<file path="config.mk">
export PLATFORM = sky130hd
export DESIGN_NAME = ctrl_rfseq_flat
export DESIGN_NICKNAME = d
export VERILOG_FILES = /design/src/rtl/ctrl_pkg.sv /design/src/rtl/ctrl_rfseq_if.sv /design/src/rtl/ctrl_rfptr.sv /design/src/rtl/ctrl_rfseq.sv /design/src/flat_wrapper.sv
export SDC_FILE = /design/constraint.sdc
export NUM_CORES = 1
export LEC_CHECK = 0
export ABC_CLOCK_PERIOD_IN_PS = 8200
export BUFFER_PORTS_ARGS = -buffer_cell sky130_fd_sc_hd__buf_2
export CAP_MARGIN = 30
export CORE_MARGIN = 3
export CORE_UTILIZATION = 59
export CTS_CLUSTER_DIAMETER = 200
export CTS_CLUSTER_SIZE = 12
export DETAILED_ROUTE_END_ITERATION = 10
export PLACE_DENSITY = 0.83
export SLEW_MARGIN = 20
export SYNTH_ARGS = -nofsm -noshare
export SYNTH_HDL_FRONTEND = slang
export SYNTH_SLANG_ARGS = --single-unit
</file>
<file path="constraint.sdc">
create_clock -name clk -period 8.2 [get_ports clk]
set_input_delay 1.23 -clock clk [delete_from_list [all_inputs] [get_ports clk]]
set_output_delay 1.23 -clock clk [all_outputs]
set_load 0.005 [all_outputs]
</file>
<file path="src/rtl/ctrl_pkg.sv">
// rtl/ctrl_pkg.sv - shared FSM state type and default geometry for ctrl_rfseq
//
// Purpose : FSM state enum plus the default address width, channel count and
//           tap count used by the register-file sequencer and its interface.
// Ports   : none (package).
package ctrl_pkg;

  typedef enum logic [1:0] {
    IDLE  = 2'd0,
    LOAD  = 2'd1,
    CALC  = 2'd2,
    WBACK = 2'd3
  } state_t;

  localparam int DEF_AW   = 5;
  localparam int DEF_NCH  = 2;
  localparam int DEF_TAPS = 8;

endpackage

</file>
<file path="src/rtl/ctrl_rfseq_if.sv">
// rtl/ctrl_rfseq_if.sv - request/address bundle between a client and ctrl_rfseq
//
// Purpose : groups the request inputs (en, ch, push, calc) and the register
//           file address/strobe outputs of the sequencer.
// Ports   : master modport = client side (drives requests, reads addresses);
//           slave modport  = sequencer side.
interface ctrl_rfseq_if
  import ctrl_pkg::*;
#(
  parameter int AW = DEF_AW,
  parameter int CW = 1
);

  logic          en;
  logic [CW-1:0] ch;
  logic          push;
  logic          calc;
  logic [AW-1:0] ar1;
  logic [AW-1:0] ar2;
  logic [AW-1:0] ard;
  logic          we;
  logic          rd_vld;
  logic          last;
  logic          done;
  logic          busy;

  modport master (
    output en, ch, push, calc,
    input  ar1, ar2, ard, we, rd_vld, last, done, busy
  );

  modport slave (
    input  en, ch, push, calc,
    output ar1, ar2, ard, we, rd_vld, last, done, busy
  );

endinterface

</file>
<file path="src/rtl/ctrl_rfptr.sv">
// rtl/ctrl_rfptr.sv - per-channel wrapping head pointers of the sample delay lines
//
// Purpose : NCH head pointers, each counting 0..TAPS-1 and wrapping to 0.
// Ports   : clk, rst (sync, active-high); inc bumps the pointer of channel ch;
//           head returns the current pointer of channel ch (0 for an
//           out-of-range channel).
module ctrl_rfptr #(
  parameter int NCH  = 2,
  parameter int TAPS = 8,
  parameter int CW   = 1,
  parameter int TW   = 3
) (
  input  logic          clk,
  input  logic          rst,
  input  logic          inc,
  input  logic [CW-1:0] ch,
  output logic [TW-1:0] head
);

  logic [TW-1:0] head_q [NCH];
  logic          ch_ok;

  assign ch_ok = int'(ch) < NCH;

  always_ff @(posedge clk) begin
    if (rst) begin
      for (int i = 0; i < NCH; i++) head_q[i] <= '0;
    end else if (inc && ch_ok) begin
      head_q[ch] <= (head_q[ch] == TW'(TAPS - 1)) ? '0 : head_q[ch] + TW'(1);
    end
  end

  assign head = ch_ok ? head_q[ch] : '0;

endmodule

</file>
<file path="src/rtl/ctrl_rfseq.sv">
// rtl/ctrl_rfseq.sv - register-file address sequencer for per-channel FIR MAC
//
// Purpose : stores samples into per-channel delay-line segments (push) and
//           sweeps TAPS sample/coefficient read pairs followed by a result
//           write-back (calc). Result slots sit above all delay lines at
//           NCH*TAPS + channel.
// Ports   : clk, rst (sync, active-high, overrides en);
//           bus (slave): en, ch, push, calc in; ar1, ar2, ard, we, rd_vld,
//           last, done, busy out, all registered.
module ctrl_rfseq
  import ctrl_pkg::*;
#(
  parameter  int AW   = DEF_AW,
  parameter  int NCH  = DEF_NCH,
  parameter  int TAPS = DEF_TAPS,
  localparam int CW   = (NCH > 1) ? $clog2(NCH) : 1,
  localparam int TW   = (TAPS > 1) ? $clog2(TAPS) : 1
) (
  input  logic         clk,
  input  logic         rst,
  ctrl_rfseq_if.slave  bus
);

  if (2 ** AW < NCH * TAPS + NCH) begin : g_aw_check
    $error("ctrl_rfseq: AW too small for NCH*TAPS+NCH addresses");
  end

  state_t        state_q, state_d;
  logic [TW-1:0] k_q, k_d, k_nx;
  logic [CW-1:0] c_q, c_d, rd_ch;
  logic [TW-1:0] head;
  logic          ptr_inc;

  logic [AW-1:0] ar1_q, ar1_d, ar2_q, ar2_d, ard_q, ard_d;
  logic          we_q, we_d, rd_vld_q, rd_vld_d, last_q, last_d;
  logic          done_q, done_d, busy_q, busy_d;

  // Newest sample sits at head-1; tap k walks backwards in time, modulo TAPS
  // inside the channel's own segment.
  function automatic logic [AW-1:0] samp_addr(input logic [CW-1:0] c,
                                              input logic [TW-1:0] h,
                                              input logic [TW-1:0] k);
    int idx;
    idx = int'(h) + TAPS - 1 - int'(k);
    if (idx >= TAPS) idx = idx - TAPS;
    return AW'(int'(c) * TAPS + idx);
  endfunction

  // Only IDLE looks at the live channel input; afterwards the latched one.
  assign rd_ch = (state_q == IDLE) ? bus.ch : c_q;
  assign k_nx  = k_q + TW'(1);

  ctrl_rfptr #(
    .NCH  (NCH),
    .TAPS (TAPS),
    .CW   (CW),
    .TW   (TW)
  ) u_rfptr (
    .clk  (clk),
    .rst  (rst),
    .inc  (ptr_inc),
    .ch   (rd_ch),
    .head (head)
  );

  always_ff @(posedge clk) begin
    if (rst) begin
      state_q  <= IDLE;
      k_q      <= '0;
      c_q      <= '0;
      ar1_q    <= '0;
      ar2_q    <= '0;
      ard_q    <= '0;
      we_q     <= 1'b0;
      rd_vld_q <= 1'b0;
      last_q   <= 1'b0;
      done_q   <= 1'b0;
      busy_q   <= 1'b0;
    end else begin
      state_q  <= state_d;
      k_q      <= k_d;
      c_q      <= c_d;
      ar1_q    <= ar1_d;
      ar2_q    <= ar2_d;
      ard_q    <= ard_d;
      we_q     <= we_d;
      rd_vld_q <= rd_vld_d;
      last_q   <= last_d;
      done_q   <= done_d;
      busy_q   <= busy_d;
    end
  end

  // Outputs are computed for the state being entered. With en low everything
  // holds except the strobes, so a frozen sweep resumes on the next tap.
  always_comb begin
    state_d  = state_q;
    k_d      = k_q;
    c_d      = c_q;
    ptr_inc  = 1'b0;
    ar1_d    = ar1_q;
    ar2_d    = ar2_q;
    ard_d    = ard_q;
    we_d     = 1'b0;
    rd_vld_d = 1'b0;
    last_d   = 1'b0;
    done_d   = 1'b0;
    if (bus.en) begin
      ar1_d = '0;
      ar2_d = '0;
      ard_d = '0;
      case (state_q)
        IDLE: begin
          if (bus.push) begin
            state_d = LOAD;
            c_d     = bus.ch;
            ptr_inc = 1'b1;
            ard_d   = AW'(int'(bus.ch) * TAPS + int'(head));
            we_d    = 1'b1;
          end else if (bus.calc) begin
            state_d  = CALC;
            c_d      = bus.ch;
            k_d      = '0;
            ar1_d    = samp_addr(bus.ch, head, '0);
            rd_vld_d = 1'b1;
            last_d   = (TAPS == 1);
          end
        end
        LOAD: state_d = IDLE;
        CALC: begin
          if (k_q == TW'(TAPS - 1)) begin
            state_d = WBACK;
            k_d     = '0;
            ard_d   = AW'(NCH * TAPS + int'(c_q));
            we_d    = 1'b1;
            done_d  = 1'b1;
          end else begin
            k_d      = k_nx;
            ar1_d    = samp_addr(c_q, head, k_nx);
            ar2_d    = AW'(k_nx);
            rd_vld_d = 1'b1;
            last_d   = (k_nx == TW'(TAPS - 1));
          end
        end
        WBACK:   state_d = IDLE;
        default: state_d = IDLE;
      endcase
    end
    busy_d = (state_d != IDLE);
  end

  assign bus.ar1    = ar1_q;
  assign bus.ar2    = ar2_q;
  assign bus.ard    = ard_q;
  assign bus.we     = we_q;
  assign bus.rd_vld = rd_vld_q;
  assign bus.last   = last_q;
  assign bus.done   = done_q;
  assign bus.busy   = busy_q;

endmodule

</file>
<file path="src/flat_wrapper.sv">
// flat-port wrapper written by rule: the top's interface ports become plain ports
module ctrl_rfseq_flat import ctrl_pkg::*;
#(
  parameter  int AW   = DEF_AW,
  parameter  int NCH  = DEF_NCH,
  parameter  int TAPS = DEF_TAPS,
  localparam int CW   = (NCH > 1) ? $clog2(NCH) : 1,
  localparam int TW   = (TAPS > 1) ? $clog2(TAPS) : 1
)
  (clk, rst, bus_en, bus_ch, bus_push, bus_calc, bus_ar1, bus_ar2, bus_ard, bus_we, bus_rd_vld, bus_last, bus_done, bus_busy);
  ctrl_rfseq_if #(.AW(AW), .CW(1)) bus_i ();
  input  logic clk;
  input  logic rst;
  input wire logic [$bits(bus_i.en)-1:0] bus_en;
  input wire logic [$bits(bus_i.ch)-1:0] bus_ch;
  input wire logic [$bits(bus_i.push)-1:0] bus_push;
  input wire logic [$bits(bus_i.calc)-1:0] bus_calc;
  output wire logic [$bits(bus_i.ar1)-1:0] bus_ar1;
  output wire logic [$bits(bus_i.ar2)-1:0] bus_ar2;
  output wire logic [$bits(bus_i.ard)-1:0] bus_ard;
  output wire logic [$bits(bus_i.we)-1:0] bus_we;
  output wire logic [$bits(bus_i.rd_vld)-1:0] bus_rd_vld;
  output wire logic [$bits(bus_i.last)-1:0] bus_last;
  output wire logic [$bits(bus_i.done)-1:0] bus_done;
  output wire logic [$bits(bus_i.busy)-1:0] bus_busy;
  assign bus_i.en = bus_en;
  assign bus_i.ch = bus_ch;
  assign bus_i.push = bus_push;
  assign bus_i.calc = bus_calc;
  assign bus_ar1 = bus_i.ar1;
  assign bus_ar2 = bus_i.ar2;
  assign bus_ard = bus_i.ard;
  assign bus_we = bus_i.we;
  assign bus_rd_vld = bus_i.rd_vld;
  assign bus_last = bus_i.last;
  assign bus_done = bus_i.done;
  assign bus_busy = bus_i.busy;
  ctrl_rfseq #(.AW(AW), .NCH(NCH), .TAPS(TAPS)) u_core (.clk(clk), .rst(rst), .bus(bus_i));
endmodule
</file>
---- Word level (Yosys, flattened, before mapping) ----
Memories as Yosys holds them, arrays and structs flattened.
Cells that the tools add are included.
word-level totals
  flip-flop bits (word level) ............. 26
  bits in latches ......................... 0
  bits in writable memories ............... 6
  memory bits (read-only) ................. 0
  output and inout bits ................... 20
  memories kept ........................... 1
cells by class
  add/sub/neg operators ................... 11
  multiply operators ...................... 0
  divide/modulo/power cells ............... 0
  order comparisons ....................... 2
  equality and inequality tests ........... 8
  shifts and indexed selects .............. 0
  mux-type cells .......................... 48
  bitwise gates (word level) .............. 2
  reductions and logical operators ........ 11
memories
  name                   words  width  read ports  clocked after memory_dff  write ports  line              source
  u_core.u_rfptr.head_q  2      3      1           0                         2            ctrl_rfptr.sv:20  logic [TW-1:0] head_q [NCH];
operators by type and width
  kind                   number
  $mux W5                15
  $ge A32 B5 Y1 const B  1
  $pmux W5 S2            2
  $mux W3                6
  $mux W1                17
  $add A5 B5 Y5          2
  $sub A5 B5 Y5 const B  2
  $eq A3 B3 Y1 const B   3
  $mux W2                4
  $sub A6 B4 Y7          1
  $add A3 B1 Y3 const B  2
  $ge A6 B5 Y1 const B   1
  $pmux W2 S3            1
  $pmux W3 S2            1
  $reduce_bool A2 Y1     3
  $reduce_or A3 Y1       2
  $sub A5 B1 Y6 const B  1
  $add A3 B4 Y5 const B  1
  $add A4 B3 Y5          1
  $add A5 B1 Y5 const A  1
  $eq A2 B2 Y1 const B   2
  $ne A2 B2 Y1 const B   2
  $pmux W1 S2            2
  $reduce_and A4 Y1      1
  other kinds (6)        8

---- Logic depth before layout (Yosys ltp) ----
Gate-level depths: netlist (run 1).
An unclocked memory read counts as a cell.
  depth after elaboration ................. 15
  gate-level depth with buffers ........... 14
  depth with buffers taken out ............ 13

---- By module ----
A second synthesis (run 1) with hierarchy kept.
second synthesis, totals
  cells, all modules ...................... 165
  area total of the unflattened synthesis .. 1610.3 um2
modules (own cells, without submodules)
  module      instances  cells each  area an instance (um2)  sequential area each (um2)
  ctrl_rfseq  1          141         1276.2                  480.5
  ctrl_rfptr  1          24          334.1                   180.2

---- Worst setup path before layout (run 1) ----
OpenSTA, ideal clock, no wires.
  path type ............................... input -> register
  start ................................... input port bus_ch
  end ..................................... register u_core.ar1_q[4], in the netlist u_core.bus.ar1[4]
  library setup time ...................... 0.122 ns
  arrival ................................. 3.839 ns
  required time ........................... 8.078 ns
  setup slack ............................. 4.239 ns
  stages .................................. 13
  path buffers ............................ 0
  cell sequence ........................... or3b_4 -> and2_4 -> mux2_2 -> inv_1 -> ha_1 -> xnor2_1 -> ha_1 -> a21oi_1 -> o211ai_4 -> a221oi_2 -> ha_1 -> xnor2_1 -> a221o_1
on the way
  word-level cells in the longest chain between the ends .. 14
  elaborated cells between the ends (all ways) .. 24
  classes of those cells .................. add/sub (7); order compare (2); mux (14); memory (1)
ends and longest elaborated chain
  what                                                                    line                source
  start: declaration                                                      flat_wrapper.sv:15  input wire logic [$bits(bus_i.ch)-1:0] bus_ch;
  parallel branches: the longest is 13 deep, another holds $ge A32 B5 Y1  -
  $pmux W5 S2 *                                                           ctrl_rfseq.sv:112   case (state_q)
  end signal: assignment                                                  ctrl_rfseq.sv:83    ar1_q <= ar1_d;
  end: declaration                                                        ctrl_rfseq.sv:34    logic [AW-1:0] ar1_q, ar1_d, ar2_q, ar2_d, ard_q, ard_d;
Mark *: on every way between the ends. The select of a mux whose other input is x is not followed.
A chain may end at the register's enable or synchronous reset.

---- Worst setup path after layout (run 1) ----
Ends and elaborated chain as after synthesis.

==> summary.md, run 1 <==
| Metric | Value |
|---|---|
| Status | complete, no violations |
| Endpoints failing setup | 0 |
| Fin cells | 218 |
| Final count of hold timing violations | 0 |
| Arrival time at the worst endpoint | 4.25 ns |
| DRC viols | 0 |
| XOR/XNOR share of the synthesized area | 4.29% |
| RSZ-0062 raised after global routing | no |
| Worst-path clk slew | 0.10 ns |
| Crit path launch | bus_ch |
| Adder-Cell Fraction of Synth Area | 9.39% |
| Worst R2R Path Depth | 13 |
| Dpl cells | 210 |
| Pre-CTS setup slack | 3.88 ns |
| Gr ovfl total | 0 |
| Synth Area in Compound Gates | 16.5% |
| Area of the mapped netlist | 0.00155 mm2 |
| Post-DR vias/cell | 5.87 |
| Pwr per Cell Area | 180 mW/mm2 |
| Syn avg cell area | 9.42 um2 |
| Die Wd | 57.2 um |
| Site Rows | 17 |
| Min-Delay Path Class | flip-flop to flip-flop |
| Sequential share of power | 51.3% |
| Post-Synth Simple-Gate Area | 20.3% |
| Slew Limit Headroom | 52.9% |
| Post-synth top area cell | dfxtp_1 |
| Yosys cell types | 46 |
| Most common cell in the netlist | dfxtp_1 |
| Post-CTS resize count | 0 |
| Fin worst setup slack | 4.17 ns |
| Clock tree buffer depth | 2 |
| CP Data Required Time | 8.42 ns |
| Met1 wire length | 1.37 mm |
| Layout Nets | 206 |
| Clock skew | 0.0102 ns |
| Commonest cells post-synth | dfxtp_1, nand2_1, nor2_1 |
| Met2 Wirelength | 1.48 mm |
| Root buffer selected by CTS | clkbuf_4 |
| Internal | 0.222 mW |
| Switching Fraction | 28.8% |
| Placer Congestion | 0.864 |
| HP Start | u_core.bus.ard[3] |
| Cells after Synth | 164 |
| Largest net degree at the start of global routing | 18 |
| Ant diodes | 0 |
| Max Clock Freq | 248 MHz |
| Crit. End Element | flip-flop |
| Detail Placement HPWL | 2.39 mm |
| Core outline area | 0.00234 mm2 |
| Worst-margin pin slew | 0.704 ns |
| Post-synthesis sequential area ratio | 42.8% |
| Drt initial violations | 33 |
| CP Class | primary input to flip-flop |
| Fin util | 74.0% |
| Syn-to-layout area delta | 12.1% |
| Vias in the first global route | 1159 |
| Initial core utilization | 66.0% |
| Setup Total Neg Slack | 0 ns |
| Layout cells sized above 1 | 20.5% |
| Flops & latches, synth | 30 |
| Worst VDD drop | 0.167 mV |
| Comb pwr share | 18.7% |
| Max layer used | met4 |
| Most used DFF post-synth | dfxtp_1 |
| Lkg Pwr | 0.776 nW |
| Die H | 57.2 um |
| Top post-synthesis cells by area | dfxtp_1, edfxtp_1, ha_1, nand2_1, nor2_1 |
| Postcts setup bufs | 0 |
| Latest clock arrival within the worst-skew pair | 0.33 ns |
| Max cap viols | 0 |
| Fill cell count | 183 |
| Met3 wire len | 230 um |
| GRT Total Usage | 20.9% |
| Initial antenna violation count | 0 |
| Switch Pwr | 0.0896 mW |
| Reg2reg start | u_core.state_q[1] |
| Synth top area share | 31.1% |
| First-pass GRT wire length | 5.23 mm |
| Crit Path Max Fanout | 6 |
| Yosys warnings | 0 |
| Final Cycle Share | 49.2% |
| Clock group share of total power | 29.9% |
| Hold buffer count at CTS | 0 |
| Combinational family with the most area after synthesis | simple AND/OR/NAND/NOR gates |
| Final worst path period need | 4.03 ns |
| Ys async rst share | 0% |
| Post-route ant nets | 0 |
| Multiplexer share of the synthesized area | 2.02% |
| Slew Limit Fails | 0 |
| Post-Route WL | 3.17 mm |
| IO Pins | 26 |
| Die area | 0.00327 mm2 |
| Via count | 1280 |
| CP Launch Type | primary input |
| Clock buffer count from CTS | 5 |
| Cells on Worst Hold Path | 2 |
| Pre-antenna DRT Iters | 4 |
| Buffers added on ports | 23 |
| Clock Sinks | 30 |
| WL per Instance | 14.5 um |
| Post-synth EDFFs | 6 |
| CTS tree | yes |
| H-tree level count | 2 |
-- flip-flops by register name, indices dropped and copies added (netlist names) --
name                   cells
u_core.u_rfptr.head_q      6
u_core.bus.ar1             5
u_core.bus.we              1
u_core.bus.busy            1
u_core.bus.last            1
u_core.bus.ar2             3
u_core.k_q                 3
u_core.c_q                 1
u_core.bus.done            1
u_core.state_q             2
u_core.bus.ard             5
u_core.bus.rd_vld          1
-- worst paths after layout --
| check | to | slack, ns |
|---|---|---|
| worst max-delay path | u_core.bus.ar1[4] | 4.17 |
| worst min register to register | u_core.bus.ard[3] | 0.46 |
| worst min-delay path | u_core.bus.ard[3] | 0.46 |
| worst max register to register | u_core.bus.ar1[4] | 4.61 |
-- routing by layer --
metal / track usage, % / vias up
li1: - / 622
met1: 26.4 / 596
met5: 0 / -
met3: 4.75 / 9
met4: 9.93 / 0
met2: 33.8 / 53
-- critical path, stage by stage --
cell and delay (ns):
buf_2 0.13, or3b_4 0.41, and2_4 0.18, mux2_2 0.29, inv_1 0.06, ha_1 0.24, xnor2_1 0.22, ha_1 0.28
a21oi_1 0.27, o211ai_4 0.14, a221oi_2 0.20, ha_1 0.20, xnor2_1 0.08, a221o_1 0.32
-- area by class of cell --
class	instances	area (um2)	share of cell area [%]
multi-input cells	119	820	47.3
clock buffers	6	51.3	2.96
clock inverters	2	12.5	0.723
inverters	10	37.5	2.17
repair buffers	23	115	6.65
flip-flops and latches	30	661	38.2
well taps	28	35.0	2.02
-- power by group through the flow --
stage / registers (mW) / logic, mW / clock network [mW]
3_5_place_dp: 0.163 / 0.0573 / 0
6_report: 0.160 / 0.0583 / 0.0933
3_3_place_gp: 0.163 / 0.0547 / 0
2_1_floorplan: 0.162 / 0.0451 / 0
4_1_cts: 0.160 / 0.0581 / 0.0946
5_1_grt: 0.161 / 0.0649 / 0.101
-- logic make-up after synthesis --
family                   count (synthesis)
adder cells (fa/ha/maj)                 11
other                                    1
AO/OA/AOI/OAI                           37
multiplexers                             3
flip-flops                              30
buffers and inverters                   16
AND/OR/NAND/NOR                         60
XOR/XNOR                                 6
-- placed cells by master (no fill, tap or decap), drive strengths merged, types with 2 or more instances in the layout --
| cell | synthesis | final |
|---|---|---|
| ha | 10 | 10 |
| or3b | 2 | 2 |
| a21boi | 2 | 2 |
| nand2b | 5 | 5 |
| a21o | 2 | 2 |
| nand2 | 16 | 16 |
| or3 | 2 | 2 |
| a21oi | 10 | 10 |
| edfxtp | 6 | 6 |
| nor2 | 17 | 17 |
| and3 | 2 | 2 |
| o21ai | 10 | 10 |
| dfxtp | 24 | 24 |
| buf | 3 | 23 |
| o211ai | 2 | 2 |
| conb | 1 | 2 |
| inv | 10 | 10 |
| nor2b | 5 | 5 |
| nor3 | 5 | 5 |
| clkbuf | 3 | 6 |
| o22ai | 2 | 2 |
| xnor2 | 4 | 4 |
| mux2i | 2 | 2 |
| a22o | 2 | 2 |
| a32oi | 2 | 2 |
-- stage by stage --
stage	power, mW	hold slack (ns)	cell area (um2)
after floorplan	0.207	0.436	1550
after global placement	0.218	0.429	1670
after detailed placement	0.220	0.437	1670
after CTS	0.312	0.460	1730
after global routing	0.326	0.487	1730
final	0.311	0.456	1730
Power figures use the tool's default switching activity.
==> run 2: changes to the inputs <==
--- a/config.mk
+++ b/config.mk
@@ -5,15 +5,16 @@
 export SDC_FILE = /design/constraint.sdc
 export NUM_CORES = 1
 export LEC_CHECK = 0
-export ABC_CLOCK_PERIOD_IN_PS = 8200
+export ABC_AREA = 1
+export ABC_CLOCK_PERIOD_IN_PS = 3400
 export BUFFER_PORTS_ARGS = -buffer_cell sky130_fd_sc_hd__buf_2
 export CAP_MARGIN = 30
 export CORE_MARGIN = 3
-export CORE_UTILIZATION = 59
+export CORE_UTILIZATION = 50
 export CTS_CLUSTER_DIAMETER = 200
 export CTS_CLUSTER_SIZE = 12
 export DETAILED_ROUTE_END_ITERATION = 10
-export PLACE_DENSITY = 0.83
+export PLACE_DENSITY = 0.75
 export SLEW_MARGIN = 20
 export SYNTH_ARGS = -nofsm -noshare
 export SYNTH_HDL_FRONTEND = slang
==> constraint.sdc (replaced) <==
create_clock -name clk -period 3.4 [get_ports clk]
set_input_delay 0.51 -clock clk [delete_from_list [all_inputs] [get_ports clk]]
set_output_delay 0.51 -clock clk [all_outputs]
set_load 0.005 [all_outputs]
==> summary.md, run 2 <==
| Metric | Value |
|---|---|
| Status | complete, no violations (unchanged) |
| Largest net degree at the start of global routing | 14 (was 18) |
| H-tree level count | 2 (unchanged) |
| Die H | 62.3 um (was 57.2 um) |
| Post-synth EDFFs | 6 (unchanged) |
| CP Launch Type | flip-flop (was primary input) |
| Setup Total Neg Slack | 0 ns (unchanged) |
| Syn-to-layout area delta | 13.0% (was 12.1%) |
| Layout cells sized above 1 | 21.3% (was 20.5%) |
| Switch Pwr | 0.235 mW (was 0.0896 mW) |
| IO Pins | 26 (unchanged) |
| Commonest non-fill, non-tap cells in the layout | nand2_1, inv_1, dfxtp_1 (was dfxtp_1, buf_2, nor2_1, nand2_1) |
| Root buffer selected by CTS | clkbuf_4 (unchanged) |
| Arrival time at the worst endpoint | 3.22 ns (was 4.25 ns) |
| Most common cell after layout, fill and taps aside | nand2_1 (was dfxtp_1) |
| Post-DR vias/cell | 4.83 (was 5.87) |
| CP max stage delay | 0.37 ns (was 0.41 ns) |
| Endpoints failing setup | 0 (unchanged) |
| Initial core utilization | 55.2% (was 66.0%) |
| Site Rows | 19 (was 17) |
| Detail Placement HPWL | 2.50 mm (was 2.39 mm) |
| CTS tree | yes (unchanged) |
| Postcts setup bufs | 0 (unchanged) |
| Switching Fraction | 30.3% (was 28.8%) |
| Via count | 1290 (was 1280) |
| Slowest-stage cell, CP | dfxtp_1 (was or3b_4) |
| RSZ-0062 raised after global routing | no (unchanged) |
| Vias in the first global route | 1271 (was 1159) |
| Total power | 0.776 mW (was 0.311 mW) |
| Top post-synthesis cells by area | dfxtp_1, edfxtp_1, nand2_1, ha_1, inv_1 (was dfxtp_1, edfxtp_1, ha_1, nand2_1, nor2_1) |
| Crit-path cells | nor2_2, nand2_2, nand2_4, inv_4, o21ai_4, ha_1, inv_1, nand2_1, nand2_1, ha_1, a21oi_1, nand3_2, a21oi_1, o21ai_1, inv_1, ha_1, nand2_1, o21ai_0, a22o_1 (was buf_2, or3b_4, and2_4, mux2_2, inv_1, ha_1, xnor2_1, ha_1, a21oi_1, o211ai_4, a221oi_2, ha_1, xnor2_1, a221o_1) |
| Pwr per Cell Area | 433 mW/mm2 (was 180 mW/mm2) |
| Post-CTS resize count | 0 (unchanged) |
| Drt initial violations | 57 (was 33) |
| Min-Delay Path Class | flip-flop to flip-flop (unchanged) |
| Final worst path period need | 3.00 ns |
| Post-synthesis sequential area ratio | 41.6% (was 42.8%) |
| CP Data Required Time | 3.62 ns (was 8.42 ns) |
| Clock skew | 0.00693 ns (was 0.0102 ns) |
| Buffers added on ports | 23 (unchanged) |
| Clock group share of total power | 27.1% (was 29.9%) |
| Max cap viols | 0 (unchanged) |
| Comb pwr share | 22.8% (was 18.7%) |
| Flops & latches, synth | 30 (unchanged) |
| WL per Instance | 11.8 um (was 14.5 um) |
| Layout Nets | 242 (was 206) |
| Most common cell in the netlist | nand2_1 (was dfxtp_1) |
| Post-Route WL | 3.15 mm (was 3.17 mm) |
| GRT Total Usage | 17.7% (was 20.9%) |
| Commonest cells post-synth | nand2_1, inv_1, dfxtp_1, nor2_1, a21oi_1 (was dfxtp_1, nand2_1, nor2_1) |
| Core outline area | 0.00288 mm2 (was 0.00234 mm2) |
| Die Wd | 62.3 um (was 57.2 um) |
| Clock Sinks | 30 (unchanged) |
| Clock tree buffer depth | 2 (unchanged) |
| Initial antenna violation count | 0 (unchanged) |
| Lkg Pwr | 0.893 nW (was 0.776 nW) |
| Crit. End Element | flip-flop (unchanged) |
| Placed inst area | 0.00173 mm2 (was 0.00167 mm2) |
| DRC viols | 0 (unchanged) |
| Final count of hold timing violations | 0 (unchanged) |
| Hold buffer count at CTS | 0 (unchanged) |
| Most used DFF post-synth | dfxtp_1 (unchanged) |
| Reg with most FFs | u_core.u_rfptr.head_q (unchanged) |
| Worst VDD drop | 0.263 mV (was 0.167 mV) |
| Max Clock Freq | 333 MHz |
| Final Cycle Share | 88.2% |
| Crit Path Max Fanout | 6 (unchanged) |
| Gr ovfl total | 0 (unchanged) |
| Post-route ant nets | 0 (unchanged) |
| Fin util | 62.3% (was 74.0%) |
| Die area | 0.00389 mm2 (was 0.00327 mm2) |
| Max reg flops | 6 (unchanged) |
| Yosys cell types | 28 (was 46) |
| First-pass GRT wire length | 5.50 mm (was 5.23 mm) |
| Yosys warnings | 0 (unchanged) |
| Layout Cell Area excl Fill | 0.00179 mm2 (was 0.00173 mm2) |
| Sequential share of power | 50.1% (was 51.3%) |
| Cells after Synth | 197 (was 164) |
| Placer Congestion | 0.892 (was 0.864) |
| Area of the mapped netlist | 0.00159 mm2 (was 0.00155 mm2) |
| Worst-path clk slew | 0.09 ns (was 0.10 ns) |
| CP Class | flip-flop to flip-flop (was primary input to flip-flop) |
| Pre-antenna DRT Iters | 4 (unchanged) |
| Internal | 0.541 mW (was 0.222 mW) |
| Slew Limit Fails | 0 (unchanged) |
| Syn avg cell area | 8.05 um2 (was 9.42 um2) |
| Clock buffer count from CTS | 5 (unchanged) |
| Ant diodes | 0 (unchanged) |
| Latest clock arrival within the worst-skew pair | 0.32 ns (was 0.33 ns) |
| Synth top area share | 30.3% (was 31.1%) |
| Ys async rst share | 0% (unchanged) |
| Post-synth top area cell | dfxtp_1 (unchanged) |
==> run 2: cell types whose count changed after synthesis, moves of 3 or more <==
cell	change
nor2_1	+7
xnor2_1	-4
nand3_1	+7
nand2_1	+21
nand2_4	+5
nor3_1	-5
clkbuf_1	-3
inv_1	+20
nand2b_1	-5
nand3_2	+4
nor2b_1	-5
==> run 2: stage by stage <==
stage / setup WS, ns / std cells / hold WS (ns)
floorplan: 0.674 / 198 / 0.447
global placement: 0.370 / 259 / 0.433
detailed placement: 0.317 / 259 / 0.438
CTS: 0.409 / 266 / 0.454
global route: 0.0657 / 267 / 0.454
finish: 0.401 / 267 / 0.453
==> run 2: cell families (layout without fill, tap and decap cells) <==
kind of cell | count (synthesis) | after routing | synth area share (%)
AOI/OAI and AO/OA | 34 | 34 | 12.9
other | 1 | 2 | 0.236
and+or+nand+nor | 83 | 83 | 25.8
adders and majority gates | 11 | 11 | 9.15
buffers and inverters | 37 | 64 | 9.70
DFF | 30 | 30 | 41.6
xor gates and xnor gates | 1 | 1 | 0.552
==> run 2: power groups by stage <==
stage          combinational (mW)  clock [mW]  sequential, mW
3_5_place_dp                0.176           0           0.397
2_1_floorplan               0.136           0           0.396
4_1_cts                     0.177       0.215           0.389
6_report                    0.177       0.210           0.389
3_3_place_gp                0.173           0           0.397
5_1_grt                     0.204       0.229           0.391
==> run 2: critical path: cells and delay by family (launching register included) <==
family | cells | cell delay (ns)
AO/OA/AOI/OAI | 6 | 0.88
adder cells (fa/ha/maj) | 3 | 0.77
buffers and inverters | 3 | 0.17
flip-flops | 1 | 0.37
AND/OR/NAND/NOR | 7 | 0.70
==> run 2: metal layers <==
metal | track usage [%] | share of wire, % | vias up | wire, um
met4 | 6.61 | 1.4 | 0 | 44
met2 | 28.0 | 43 | 34 | 1350
met3 | 5.41 | 6.7 | 8 | 210
met5 | 0 | 0 | - | 0
met1 | 22.7 | 49 | 561 | 1540
li1 | - | - | 687 | -
==> run 2: layout make-up <==
type	count	area, um2
clock buffers	7	55.1
fillers	269	1080
inverters	33	126
multi-input cells	131	776
flip-flops and latches	30	661
well taps	42	52.6
repair buffers	24	123
==> run 2: worst paths after layout <==
| check | slack (ns) | start | endpoint | cells past startpoint |
|---|---|---|---|---|
| worst max-delay path | 0.40 | u_core.state_q[0] | u_core.bus.ar1[3] | 19 |
| worst min-delay path | 0.45 | u_core.bus.ar1[4] | u_core.bus.ar1[4] | 2 |
| worst max register to register | 0.40 | u_core.state_q[0] | u_core.bus.ar1[3] | 19 |
| worst min register to register | 0.45 | u_core.bus.ar1[4] | u_core.bus.ar1[4] | 2 |
==> run 3: changes to the inputs <==
--- a/config.mk
+++ b/config.mk
@@ -10,11 +10,13 @@
 export BUFFER_PORTS_ARGS = -buffer_cell sky130_fd_sc_hd__buf_2
 export CAP_MARGIN = 30
 export CORE_MARGIN = 3
-export CORE_UTILIZATION = 50
+export CORE_UTILIZATION = 52
+export CTS_BUF_LIST = sky130_fd_sc_hd__clkbuf_4 sky130_fd_sc_hd__clkbuf_8
 export CTS_CLUSTER_DIAMETER = 200
 export CTS_CLUSTER_SIZE = 12
 export DETAILED_ROUTE_END_ITERATION = 10
-export PLACE_DENSITY = 0.75
+export PLACE_DENSITY = 0.77
+export REMOVE_ABC_BUFFERS = 1
 export SLEW_MARGIN = 20
 export SYNTH_ARGS = -nofsm -noshare
 export SYNTH_HDL_FRONTEND = slang
==> summary.md, run 3 (synthesis results as in run 2) <==
| Metric | Value |
|---|---|
| Crit path launch | u_core.state_q[0] (unchanged) |
| Clock tree buffer depth | 2 (unchanged) |
| Pre-antenna DRT Iters | 4 (unchanged) |
| GR Util met2 | 25.5% (was 28.0%) |
| Slew Limit Fails | 0 (unchanged) |
| H-tree level count | 2 (unchanged) |
| Initial core utilization | 56.1% (was 55.2%) |
| IO Pins | 26 (unchanged) |
| HP Start | rst (was u_core.bus.ar1[4]) |
| Fin cells | 256 (was 267) |
| Worst VDD drop | 0.289 mV (was 0.263 mV) |
| Reg2reg start | u_core.state_q[0] (unchanged) |
| Setup Total Neg Slack | 0 ns (unchanged) |
| Most common cell after layout, fill and taps aside | nand2_1 (unchanged) |
| Reg with most FFs | u_core.u_rfptr.head_q (unchanged) |
| GRT met1 Usage | 24.8% (was 22.7%) |
| Post-Route WL | 3.05 mm (was 3.15 mm) |
| Global routing met3 resource utilization | 5.66% (was 5.41%) |
| Worst R2R Setup Slack | 0.39 ns (was 0.40 ns) |
| Detail Placement HPWL | 2.45 mm (was 2.50 mm) |
| Crit. End Element | flip-flop (unchanged) |
| Max reg flops | 6 (unchanged) |
| Via count | 1311 (was 1290) |
| Dpl cells | 248 (was 259) |
| Layout cells sized above 1 | 21.8% (was 21.3%) |
| Final count of hold timing violations | 0 (unchanged) |
| Site Rows | 19 (unchanged) |
| Arrival time at the worst endpoint | 3.25 ns (was 3.22 ns) |
| Commonest non-fill, non-tap cells in the layout | nand2_1, inv_1, dfxtp_1 (unchanged) |
| Layout Nets | 241 (was 242) |
| CP Launch Type | flip-flop (unchanged) |
| RSZ-0062 raised after global routing | no (unchanged) |
| CP Data Required Time | 3.64 ns (was 3.62 ns) |
| Post-DR vias/cell | 5.12 (was 4.83) |
| Cells on Worst Hold Path | 2 (unchanged) |
| Pwr per Cell Area | 445 mW/mm2 (was 433 mW/mm2) |
| Busiest grt layer | met2 (unchanged) |
| Hold buffer count at CTS | 0 (unchanged) |
| Die H | 61.2 um (was 62.3 um) |
| First-pass GRT wire length | 4.79 mm (was 5.50 mm) |
| Post-CTS resize count | 0 (unchanged) |
| WHS Endpoint | u_core.state_q[0] (was u_core.bus.ar1[4]) |
| Final Cycle Share | 88.6% (was 88.2%) |
| DRC viols | 0 (unchanged) |
| Post-route ant nets | 0 (unchanged) |
| Core outline area | 0.00283 mm2 (was 0.00288 mm2) |
| Initial antenna violation count | 0 (unchanged) |
| Clock buffer count from CTS | 5 (unchanged) |
| Max cap viols | 0 (unchanged) |
| Latest clock arrival within the worst-skew pair | 0.34 ns (was 0.32 ns) |
| Crit Path Max Fanout | 6 (unchanged) |
| Worst R2R Path Depth | 19 (unchanged) |
| Largest net degree at the start of global routing | 14 (unchanged) |
| Lkg Pwr | 0.896 nW (was 0.893 nW) |
| CTS tree | yes (unchanged) |
| Gr ovfl total | 0 (unchanged) |
| Reg-to-Reg End | u_core.bus.ar1[3] (unchanged) |
| Worst-path clk slew | 0.10 ns (was 0.09 ns) |
| Min-Delay Path Class | primary input to flip-flop (was flip-flop to flip-flop) |
| WL per Instance | 11.9 um (was 11.8 um) |
| Die Wd | 61.2 um (was 62.3 um) |
| Postcts setup bufs | 0 (unchanged) |
| CP Class | flip-flop to flip-flop (unchanged) |
| Placer Congestion | 0.845 (was 0.892) |
| GRT Total Usage | 17.9% (was 17.7%) |
| Buffers added on ports | 23 (unchanged) |
| Drt initial violations | 41 (was 57) |
| Vias in the first global route | 1076 (was 1271) |
| Max Clock Freq | 332 MHz (was 333 MHz) |
| Die area | 0.00375 mm2 (was 0.00389 mm2) |
| Endpoints failing setup | 0 (unchanged) |
| Status | complete, no violations (unchanged) |
| Slew Limit Headroom | 42.3% |
| Final worst path period need | 3.01 ns (was 3.00 ns) |
| Syn-to-layout area delta | 12.2% (was 13.0%) |
| Clock skew | 0.00893 ns (was 0.00693 ns) |
| Worst-margin pin slew | 0.863 ns |
| Clock Sinks | 30 (unchanged) |
| Root buffer selected by CTS | clkbuf_4 (unchanged) |
| Ant diodes | 0 (unchanged) |
-- run 3: cell types whose count changed in the layout (fill, tap and decap cells not counted), sizes merged --
cell and change:
buf -1, clkinv +1
-- run 3: worst max path at each step --
stage / endpoint / cells after the start / slack [ns]
after floorplan: u_core.bus.ar1[3] / 19 / 0.67
after global placement: u_core.bus.ar1[3] / 20 / 0.38
after CTS: u_core.bus.ar1[3] / 19 / 0.41
after global routing: u_core.bus.ar1[3] / 19 / 0.16
final: u_core.bus.ar1[3] / 19 / 0.39
after detailed placement: u_core.bus.ar1[3] / 20 / 0.34
-- run 3: area by class of cell --
cell class | count | area, um2
tap | 31 | 38.8
clock inverter | 1 | 5.00
clock buffer | 7 | 58.8
multi-input combinational | 131 | 776
timing repair buffer | 23 | 115
fill | 253 | 1050
sequential | 30 | 661
inverter | 33 | 126
-- run 3: through the flow --
stage          setup WS (ns)  instance area [um2]  hold slack, ns  util [%]  total power, mW
5_1_grt                0.161                 1780           0.437      62.9            0.835
2_1_floorplan          0.674                 1560           0.448         -            0.529
4_1_cts                0.407                 1780           0.427      62.9            0.797
6_report               0.386                 1780           0.429      62.9            0.793
3_3_place_gp           0.383                 1720           0.436      60.7            0.570
3_5_place_dp           0.335                 1720           0.437      60.7            0.571
-- run 3: power breakdown --
part / total (mW) / internal [mW] / leakage (nW) / switching (mW)
Combinational: 0.175 / 0.0633 / 0.599 / 0.111
Sequential: 0.389 / 0.379 / 0.257 / 0.0101
Clock: 0.229 / 0.108 / 0.0387 / 0.121
-- run 3: critical path: stages, from the launching register on --
cell and delay [ns]:
dfxtp_1 0.37, nor2_2 0.19, nand2_2 0.11, nand2_4 0.09, inv_4 0.05, o21ai_4 0.20
ha_1 0.24, inv_1 0.07, nand2_1 0.09, nand2_1 0.08, ha_1 0.31, a21oi_1 0.24
nand3_2 0.11, a21oi_1 0.13, o21ai_1 0.08, inv_1 0.05, ha_1 0.21, nand2_1 0.06
o21ai_0 0.07, a22o_1 0.17
-- run 3: layer usage --
layer	wire, um	share of wire (%)
met4	49	1.6
met3	136	4.5
met1	1520	50
met2	1350	44
met5	0	0
